==> src/rtl/risc_trace_pkg.sv <==
// Shared definitions for the Risc retire-trace monitor.
//
// Contents:
//   state_t     - run-control state encoding (RUN, HALTED, TIMEDOUT, DUMP, DRAINED)
//   OPC_NOP     - opcode field value treated as a NOP by the optional filter
//   OPC_MSB/LSB - position of the opcode field inside an instruction word
//   ENTRY_W     - width of one trace entry {pc, inst} for the default word size
//   is_nop_opc  - helper that classifies an opcode field
package risc_trace_pkg;

  typedef enum logic [2:0] {
    ST_RUN      = 3'd0,
    ST_HALTED   = 3'd1,
    ST_TIMEDOUT = 3'd2,
    ST_DUMP     = 3'd3,
    ST_DRAINED  = 3'd4
  } state_t;

  localparam logic [6:0] OPC_NOP = 7'b0000000;
  localparam int OPC_MSB = 31;
  localparam int OPC_LSB = 25;

  localparam int DATA_WIDTH_DEF = 32;
  localparam int ENTRY_W = 2 * DATA_WIDTH_DEF;

  function automatic logic is_nop_opc(input logic [6:0] opc);
    return (opc == OPC_NOP);
  endfunction

endpackage

==> src/rtl/trace_ring_buf.sv <==
// Circular trace store that keeps the most recent DEPTH entries.
//
// Writes always succeed: once the buffer is full a write replaces the oldest
// entry and raises the sticky overflow flag. Reading is a separate walk:
// start_rd points the read pointer at the oldest entry, pop advances it.
//
// Ports:
//   clk, rst_n    - clock, asynchronous active-low reset (pointers only;
//                   the storage array itself is never reset)
//   push          - write push_data at the write pointer
//   push_data     - entry to store
//   start_rd      - load read pointer with the oldest entry (wr_ptr - count)
//   pop           - advance read pointer by one
//   rd_data       - entry at the read pointer
//   rd_is_newest  - read pointer sits on the most recently written entry
//   empty         - no entries stored
//   overflow      - sticky: at least one entry has been overwritten
module trace_ring_buf #(
  parameter int DEPTH = 16,
  parameter int WIDTH = 64
) (
  input  logic             clk,
  input  logic             rst_n,
  input  logic             push,
  input  logic [WIDTH-1:0] push_data,
  input  logic             start_rd,
  input  logic             pop,
  output logic [WIDTH-1:0] rd_data,
  output logic             rd_is_newest,
  output logic             empty,
  output logic             overflow
);

  localparam int AW = $clog2(DEPTH);
  localparam int CW = AW + 1;
  localparam logic [AW-1:0] PTR_ONE = AW'(1);
  localparam logic [CW-1:0] CNT_ONE = CW'(1);
  localparam logic [CW-1:0] FULL    = CW'(DEPTH);

  logic [WIDTH-1:0] mem [DEPTH];
  logic [AW-1:0]    wr_ptr;
  logic [AW-1:0]    rd_ptr;
  logic [CW-1:0]    count;
  logic             ovf_q;

  always_ff @(posedge clk) begin
    if (push) begin
      mem[wr_ptr] <= push_data;
    end
  end

  always_ff @(posedge clk or negedge rst_n) begin
    if (!rst_n) begin
      wr_ptr <= '0;
      rd_ptr <= '0;
      count  <= '0;
      ovf_q  <= 1'b0;
    end else begin
      if (push) begin
        wr_ptr <= wr_ptr + PTR_ONE;
        if (count == FULL) begin
          ovf_q <= 1'b1;
        end else begin
          count <= count + CNT_ONE;
        end
      end
      // When full, count[AW-1:0] is zero so the oldest entry is at wr_ptr.
      if (start_rd) begin
        rd_ptr <= wr_ptr - count[AW-1:0];
      end else if (pop) begin
        rd_ptr <= rd_ptr + PTR_ONE;
      end
    end
  end

  assign rd_data      = mem[rd_ptr];
  assign rd_is_newest = (rd_ptr == (wr_ptr - PTR_ONE));
  assign empty        = (count == '0);
  assign overflow     = ovf_q;

endmodule

==> src/rtl/risc_trace_monitor.sv <==
// Run-control and retire-trace monitor for the Risc core.
//
// While the core runs, the monitor counts cycles and retires, records every
// retire into a circular trace buffer and runs a watchdog. The run ends on
// halt (run_done) or on watchdog expiry (timeout); afterwards a dump_req
// streams the buffer oldest-first and the block parks in DRAINED until reset.
//
// Optional build macro: TRACE_NOP_FILTER_EN
//   defined   - retires whose opcode field inst_wb[31:25] is 7'b0000000 are
//               neither stored nor counted (they still feed the watchdog)
//   undefined - every retire is stored and counted
// With the filter present DATA_WIDTH must be at least 32.
//
// Ports:
//   clk, rst_n    - clock, asynchronous active-low reset
//   halt          - core halt level
//   wb_valid      - one instruction retires this cycle
//   pc_wb/inst_wb - PC and instruction word of the retiring instruction
//   dump_req      - single-cycle pulse requesting the buffer dump
//   dump_valid/dump_ready/dump_data/dump_last - dump stream, {pc, inst}
//   run_done      - run ended by halt
//   timeout       - run ended by watchdog
//   overflow      - sticky: trace buffer overwrote at least one entry
//   cycle_count   - cycles spent in RUN (saturating)
//   retire_count  - instructions recorded (saturating)
//   state_dbg     - current FSM state
module risc_trace_monitor
  import risc_trace_pkg::*;
#(
  parameter int DATA_WIDTH  = ENTRY_W / 2,
  parameter int TRACE_DEPTH = 16,
  parameter int CNT_WIDTH   = 32,
  parameter int WDOG_LIMIT  = 1000
) (
  input  logic                    clk,
  input  logic                    rst_n,
  input  logic                    halt,
  input  logic                    wb_valid,
  input  logic [DATA_WIDTH-1:0]   pc_wb,
  input  logic [DATA_WIDTH-1:0]   inst_wb,
  input  logic                    dump_req,
  output logic                    dump_valid,
  input  logic                    dump_ready,
  output logic [2*DATA_WIDTH-1:0] dump_data,
  output logic                    dump_last,
  output logic                    run_done,
  output logic                    timeout,
  output logic                    overflow,
  output logic [CNT_WIDTH-1:0]    cycle_count,
  output logic [CNT_WIDTH-1:0]    retire_count,
  output state_t                  state_dbg
);

  localparam int EW     = 2 * DATA_WIDTH;
  localparam int WDOG_W = $clog2(WDOG_LIMIT + 1);
  localparam logic [CNT_WIDTH-1:0] CNT_ONE   = CNT_WIDTH'(1);
  localparam logic [WDOG_W-1:0]    WDOG_ONE  = WDOG_W'(1);
  localparam logic [WDOG_W-1:0]    WDOG_LAST = WDOG_W'(WDOG_LIMIT - 1);

`ifdef TRACE_NOP_FILTER_EN
  localparam bit NOP_FILTER = 1'b1;
`else
  localparam bit NOP_FILTER = 1'b0;
`endif

  state_t state_q, state_d;

  logic [CNT_WIDTH-1:0] cycle_q, retire_q;
  logic [WDOG_W-1:0]    wdog_q;
  logic                 run_done_q, timeout_q;

  logic                 dump_valid_q, dump_last_q;
  logic [EW-1:0]        dump_data_q;

  logic                 is_nop, record, wdog_expire;
  logic                 rb_push, rb_start_rd, rb_pop;
  logic [EW-1:0]        rb_rd_data;
  logic                 rb_rd_is_newest, rb_empty, rb_overflow;
  logic                 load_entry, drain;

  assign is_nop      = is_nop_opc(inst_wb[OPC_MSB:OPC_LSB]);
  assign record      = wb_valid && !(NOP_FILTER && is_nop);
  // A retire in the expiry cycle restarts the watchdog, so it cannot expire.
  assign wdog_expire = !wb_valid && (wdog_q == WDOG_LAST);
  assign rb_push     = (state_q == ST_RUN) && record;

  trace_ring_buf #(
    .DEPTH (TRACE_DEPTH),
    .WIDTH (EW)
  ) u_ring (
    .clk          (clk),
    .rst_n        (rst_n),
    .push         (rb_push),
    .push_data    ({pc_wb, inst_wb}),
    .start_rd     (rb_start_rd),
    .pop          (rb_pop),
    .rd_data      (rb_rd_data),
    .rd_is_newest (rb_rd_is_newest),
    .empty        (rb_empty),
    .overflow     (rb_overflow)
  );

  // Dump handshake: an entry transfers on a rising edge where dump_valid and
  // dump_ready are both 1. While dump_valid=1 and dump_ready=0, dump_data and
  // dump_last hold. dump_valid never drops without a transfer; it drops only
  // after the transfer of the entry carrying dump_last.
  always_comb begin
    state_d     = state_q;
    rb_start_rd = 1'b0;
    rb_pop      = 1'b0;
    load_entry  = 1'b0;
    drain       = 1'b0;
    case (state_q)
      ST_RUN: begin
        if (halt) begin
          state_d = ST_HALTED;
        end else if (wdog_expire) begin
          state_d = ST_TIMEDOUT;
        end
      end
      ST_HALTED, ST_TIMEDOUT: begin
        if (dump_req) begin
          if (rb_empty) begin
            state_d = ST_DRAINED;
          end else begin
            state_d     = ST_DUMP;
            rb_start_rd = 1'b1;
          end
        end
      end
      ST_DUMP: begin
        // Output slot is free on the first DUMP cycle or after a transfer.
        if (!dump_valid_q || dump_ready) begin
          if (dump_valid_q && dump_last_q) begin
            state_d = ST_DRAINED;
            drain   = 1'b1;
          end else begin
            load_entry = 1'b1;
            rb_pop     = 1'b1;
          end
        end
      end
      ST_DRAINED: begin
        state_d = ST_DRAINED;
      end
      default: begin
        state_d = ST_RUN;
      end
    endcase
  end

  always_ff @(posedge clk or negedge rst_n) begin
    if (!rst_n) begin
      state_q <= ST_RUN;
    end else begin
      state_q <= state_d;
    end
  end

  // Counters and run-end flags only move in RUN; they freeze afterwards.
  always_ff @(posedge clk or negedge rst_n) begin
    if (!rst_n) begin
      cycle_q    <= '0;
      retire_q   <= '0;
      wdog_q     <= '0;
      run_done_q <= 1'b0;
      timeout_q  <= 1'b0;
    end else if (state_q == ST_RUN) begin
      if (cycle_q != '1) begin
        cycle_q <= cycle_q + CNT_ONE;
      end
      if (record && (retire_q != '1)) begin
        retire_q <= retire_q + CNT_ONE;
      end
      if (wb_valid) begin
        wdog_q <= '0;
      end else begin
        wdog_q <= wdog_q + WDOG_ONE;
      end
      if (halt) begin
        run_done_q <= 1'b1;
      end else if (wdog_expire) begin
        timeout_q <= 1'b1;
      end
    end
  end

  always_ff @(posedge clk or negedge rst_n) begin
    if (!rst_n) begin
      dump_valid_q <= 1'b0;
      dump_last_q  <= 1'b0;
      dump_data_q  <= '0;
    end else if (load_entry) begin
      dump_valid_q <= 1'b1;
      dump_last_q  <= rb_rd_is_newest;
      dump_data_q  <= rb_rd_data;
    end else if (drain) begin
      dump_valid_q <= 1'b0;
      dump_last_q  <= 1'b0;
    end
  end

  assign dump_valid   = dump_valid_q;
  assign dump_data    = dump_data_q;
  assign dump_last    = dump_last_q;
  assign run_done     = run_done_q;
  assign timeout      = timeout_q;
  assign overflow     = rb_overflow;
  assign cycle_count  = cycle_q;
  assign retire_count = retire_q;
  assign state_dbg    = state_q;

endmodule
==> config.mk <==
export PLATFORM = sky130hd
export DESIGN_NAME = risc_trace_monitor
export DESIGN_NICKNAME = d
export VERILOG_FILES = /design/src/rtl/risc_trace_pkg.sv /design/src/rtl/trace_ring_buf.sv /design/src/rtl/risc_trace_monitor.sv
export SDC_FILE = /design/constraint.sdc
export NUM_CORES = 1
export LEC_CHECK = 0
export ABC_AREA = 1
export CORE_ASPECT_RATIO = 1.75
export CORE_UTILIZATION = 35
export CTS_BUF_LIST = sky130_fd_sc_hd__clkbuf_2
export DETAILED_ROUTE_END_ITERATION = 12
export PLACE_DENSITY = 0.52
export SLEW_MARGIN = 5
export SYNTH_ARGS = -nofsm -noshare
export SYNTH_HDL_FRONTEND = slang
export SYNTH_SLANG_ARGS = --single-unit
==> constraint.sdc <==
create_clock -name clk -period 7.6 [get_ports clk]
set_clock_uncertainty 0.15 [all_clocks]
set_input_delay 1.9 -clock clk [delete_from_list [all_inputs] [get_ports clk]]
set_output_delay 1.9 -clock clk [all_outputs]
set_load 0.03 [all_outputs]
==> out/metrics.csv <==
stage;metric;value;unit
global_routing;grt_start_max_net_pins;187;
clock_tree;ctsHtreeMaxLevel;5;
flow_run;max-cap-violations;0;
synth;yosysSeqAreaShare;71.1;%
final_layout;fillers;13600;
placed_design;hpwl;77.2;mm
floorplanning;die_x;284;um
hold_path;hold_path_class;reg -> reg;
floorplanning;placementRows;181;
floorplanning;start_util;35.2;%
global_routing;grt_pass1_wl;212;mm
clock_tree;cts_num_sinks;1183;
final_layout;drive_gt1_share;11.4;%
detailed_routing;routedWlPerCell;20.6;um
pwr;p_sw;7.58;mW
final_layout;ff_latch_area;34700;sq um
setup_path;critPathTopFamily;buffers and inverters;
floorplanning;die-height;496;um
clock_tree;clockRootBuffer;clkbuf_2;
detailed_routing;drtPass1Iterations;5;
synth;synth_edf_count;1024;
clock_tree;clock_path_buffers;4;
detailed_routing;drc_errors;0;
clock_tree;post_cts_resized;0;
synth;ys_async_sr_fraction;13.4;%
timing;period_needed;4.90;ns
hold_path;hold_depth;2;
setup_path;path_class;reg -> out;
setup_path;reg2reg_slack;3.88;ns
synth;synthFlopType;edfxtp_1;
global_routing;grt_use_total;20.0;%
setup_path;crit_fanout;2;
floorplanning;core_area;139000;sq um
setup_path;critPathRequiredTime;5.55;ns
placed_design;placed_cells;6320;
final_layout;finalNetCount;4869;
clock_tree;postCtsHoldBufs;1;
synth;synth-seq-cells;1183;
hold_path;min_from;run_done;
synth;synth_warnings;0;
timing;tightest_slew;1.13;ns
global_routing;grt_pass1_vias;33800;
detailed_routing;dr_total_vias;33800;
global_routing;overflow;0;
setup_path;crit_chain;clkdlybuf4s50_1;
pwr;clkPwrFrac;22.1;%
pwr;switching_share;41.2;%
floorplanning;io_pins;206;
setup_path;startpoint_type;flip-flop;
synth;synth.distinct_cells;42;
setup_path;end_kind;output port;
timing;slew_headroom;24.7;%
floorplanning;die_area;141000;sq um
detailed_routing;avgViaCountPerCell;4.94;
setup_path;critPathArrivalTime;2.85;ns
synth;synth_nets;4538;
setup_path;critPathMaxStageDelay;0.74;ns
setup_path;rr_worst_depth;6;
hold_path;whs_endpoint;run_done;
pwr;p_int;10.8;mW
global_routing;antenna_found_initial;8;
final_layout;multi_input_area;13000;sq um
pwr;ir_drop;0.282;mV
setup_path;path_buf_inv;1;
timing;setup_tns;0;ns
final_layout;area_growth_syn_to_layout;13.2;%
pwr;pwr-share-comb;34.4;%
final_layout;fin_cells;6833;
timing;drv_slew;0;
clock_tree;clk_latency;1.54;ns
placed_design;portBuffers;205;
setup_path;critical_path.slowest_cell;clkdlybuf4s50_1;
synth;syn_inst;4454;
outcome;outcome;finished clean;
detailed_routing;drtIter0Drc;2441;
clock_tree;cts_tree;built;
timing;setup_violations;0;
clock_tree;post-cts-setup-buffers;0;
detailed_routing;ant_nets;0;
detailed_routing;totalWireLength;141;mm
clock_tree;clkTransAtPathRegs;0.11;ns
clock_tree;numCtsBuffers;292;
synth;avgSynthCellArea;11.0;sq um
timing;period_share;64.5;%
synth;synth_area;48900;sq um
timing;rsz0062_at_grt;false;
setup_path;r2r_end;u_ring.mem[7][60];
pwr;power_density;333;nW/um^2
setup_path;r2r-start;state_dbg[1];
timing;fmax;0.204;GHz
pwr;seqPwrFrac;43.5;%
timing;hold_viol_final;0;
setup_path;startpoint;dump_data[33];
placed_design;place_congestion;0.875;
pwr;p_leak;21.4;nW
power groups by stage:
| stage | combinational, mW | sequential, mW | clock (mW) |
|---|---|---|---|
| finish | 6.34 | 8.00 | 4.07 |
| global route | 7.02 | 8.06 | 4.54 |
| CTS | 6.44 | 8.01 | 4.25 |
| detailed placement | 6.42 | 8.14 | 0 |
| global placement | 6.40 | 8.16 | 0 |
| floorplan | 3.83 | 8.28 | 0 |
cell usage in the layout, fill, tap and decap left out, types with 5 or more instances in the layout:
cell,instances
nand3_1,604
inv_2,6
nor3_1,7
nand3b_1,26
dfrtp_1,156
nand4_1,15
nor2_1,115
clkinv_1,65
xnor2_1,17
nand2_2,22
nand2_1,1930
buf_12,5
ha_1,13
clkdlybuf4s50_1,204
clkinv_2,14
a21oi_1,134
xor2_1,26
edfxtp_1,1024
nor2_2,5
clkbuf_2,421
buf_4,51
inv_1,59
nor2_4,20
diode_2,8
o21ai_0,18
cells by family (layout without fill, tap and decap cells):
kind of cell	after synthesis	after routing	synth area share, %
simple gates	2755	2755	23.4
flops	1183	1183	71.1
buf+inv	294	835	2.65
compound gates	164	164	1.73
xor+xnor	44	44	0.804
fa+ha+maj	14	14	0.374
other cells	0	8	0
metal layers:
layer	up-vias	routed length (um)	global-route usage [%]
met3	250	7040	3.74
met2	998	72100	35.1
met4	2	3480	7.15
li1	16000	-	-
met1	16500	58500	24.5
met5	-	13	0
area by class of cell:
cell class	instances	share of cell area, %
clock buffers	421	3.81
inverters	69	0.529
repair buffers	262	4.61
clock inverters	83	0.640
multi-input cells	2977	23.5
well taps	1830	4.14
flip-flops and latches	1183	62.8
diodes	8	0.0362
Yosys cell counts, types with 3 or more instances:
cell	instances	area share [%]
xor2_1	26	0.47
inv_2	3	0.023
nand2_2	22	0.28
buf_2	80	0.82
a21oi_1	134	1.4
nand2_1	1930	15
ha_1	13	0.33
buf_6	8	0.18
nor2_2	6	0.077
o21ai_0	18	0.18
dfrtp_1	159	8.1
o21bai_1	3	0.046
buf_1	24	0.18
nand3_1	604	6.2
clkbuf_1	111	0.85
nor2_1	130	1.0
nand3b_1	26	0.40
inv_1	63	0.48
xnor2_1	17	0.30
nand4_1	15	0.19
nor2_4	4	0.092
nand2_4	3	0.069
edfxtp_1	1024	63
nor3_1	9	0.092
worst max path at each step:
| stage | slack (ns) | depth (start not counted) | end |
|---|---|---|---|
| 6_report | 2.70 | 1 | dump_data[33] |
| 5_1_grt | 2.45 | 1 | retire_count[0] |
| 4_1_cts | 2.44 | 1 | retire_count[0] |
| 3_5_place_dp | 2.23 | 6 | u_ring.mem[7][57] |
| 3_3_place_gp | 2.28 | 6 | u_ring.mem[7][63] |
| 2_1_floorplan | 0.19 | 4 | u_ring.mem[3][0] |
sequential cells by signal, summed over array words and instances (netlist names):
name,flops
cycle_count,32
dump_data,64
dump_last,1
dump_valid,1
retire_count,32
run_done,1
state_dbg,3
timeout,1
u_ring.count,5
u_ring.mem,1024
u_ring.overflow,1
u_ring.rd_ptr,4
u_ring.wr_ptr,4
wdog_q,10
stage by stage:
stage,total power [mW],hold WS [ns],util (%),worst slack (ns),cell area (sq um)
after detailed placement,14.6,0.311,38.1,2.23,52800
after global placement,14.6,0.314,38.1,2.28,52800
final,18.4,0.329,39.9,2.70,55300
after CTS,18.7,0.334,39.8,2.44,55300
after floorplan,12.1,0.312,-,0.194,48900
after global routing,19.6,0.367,39.9,2.45,55300
Note: power is estimated with default switching activity, not from simulation.
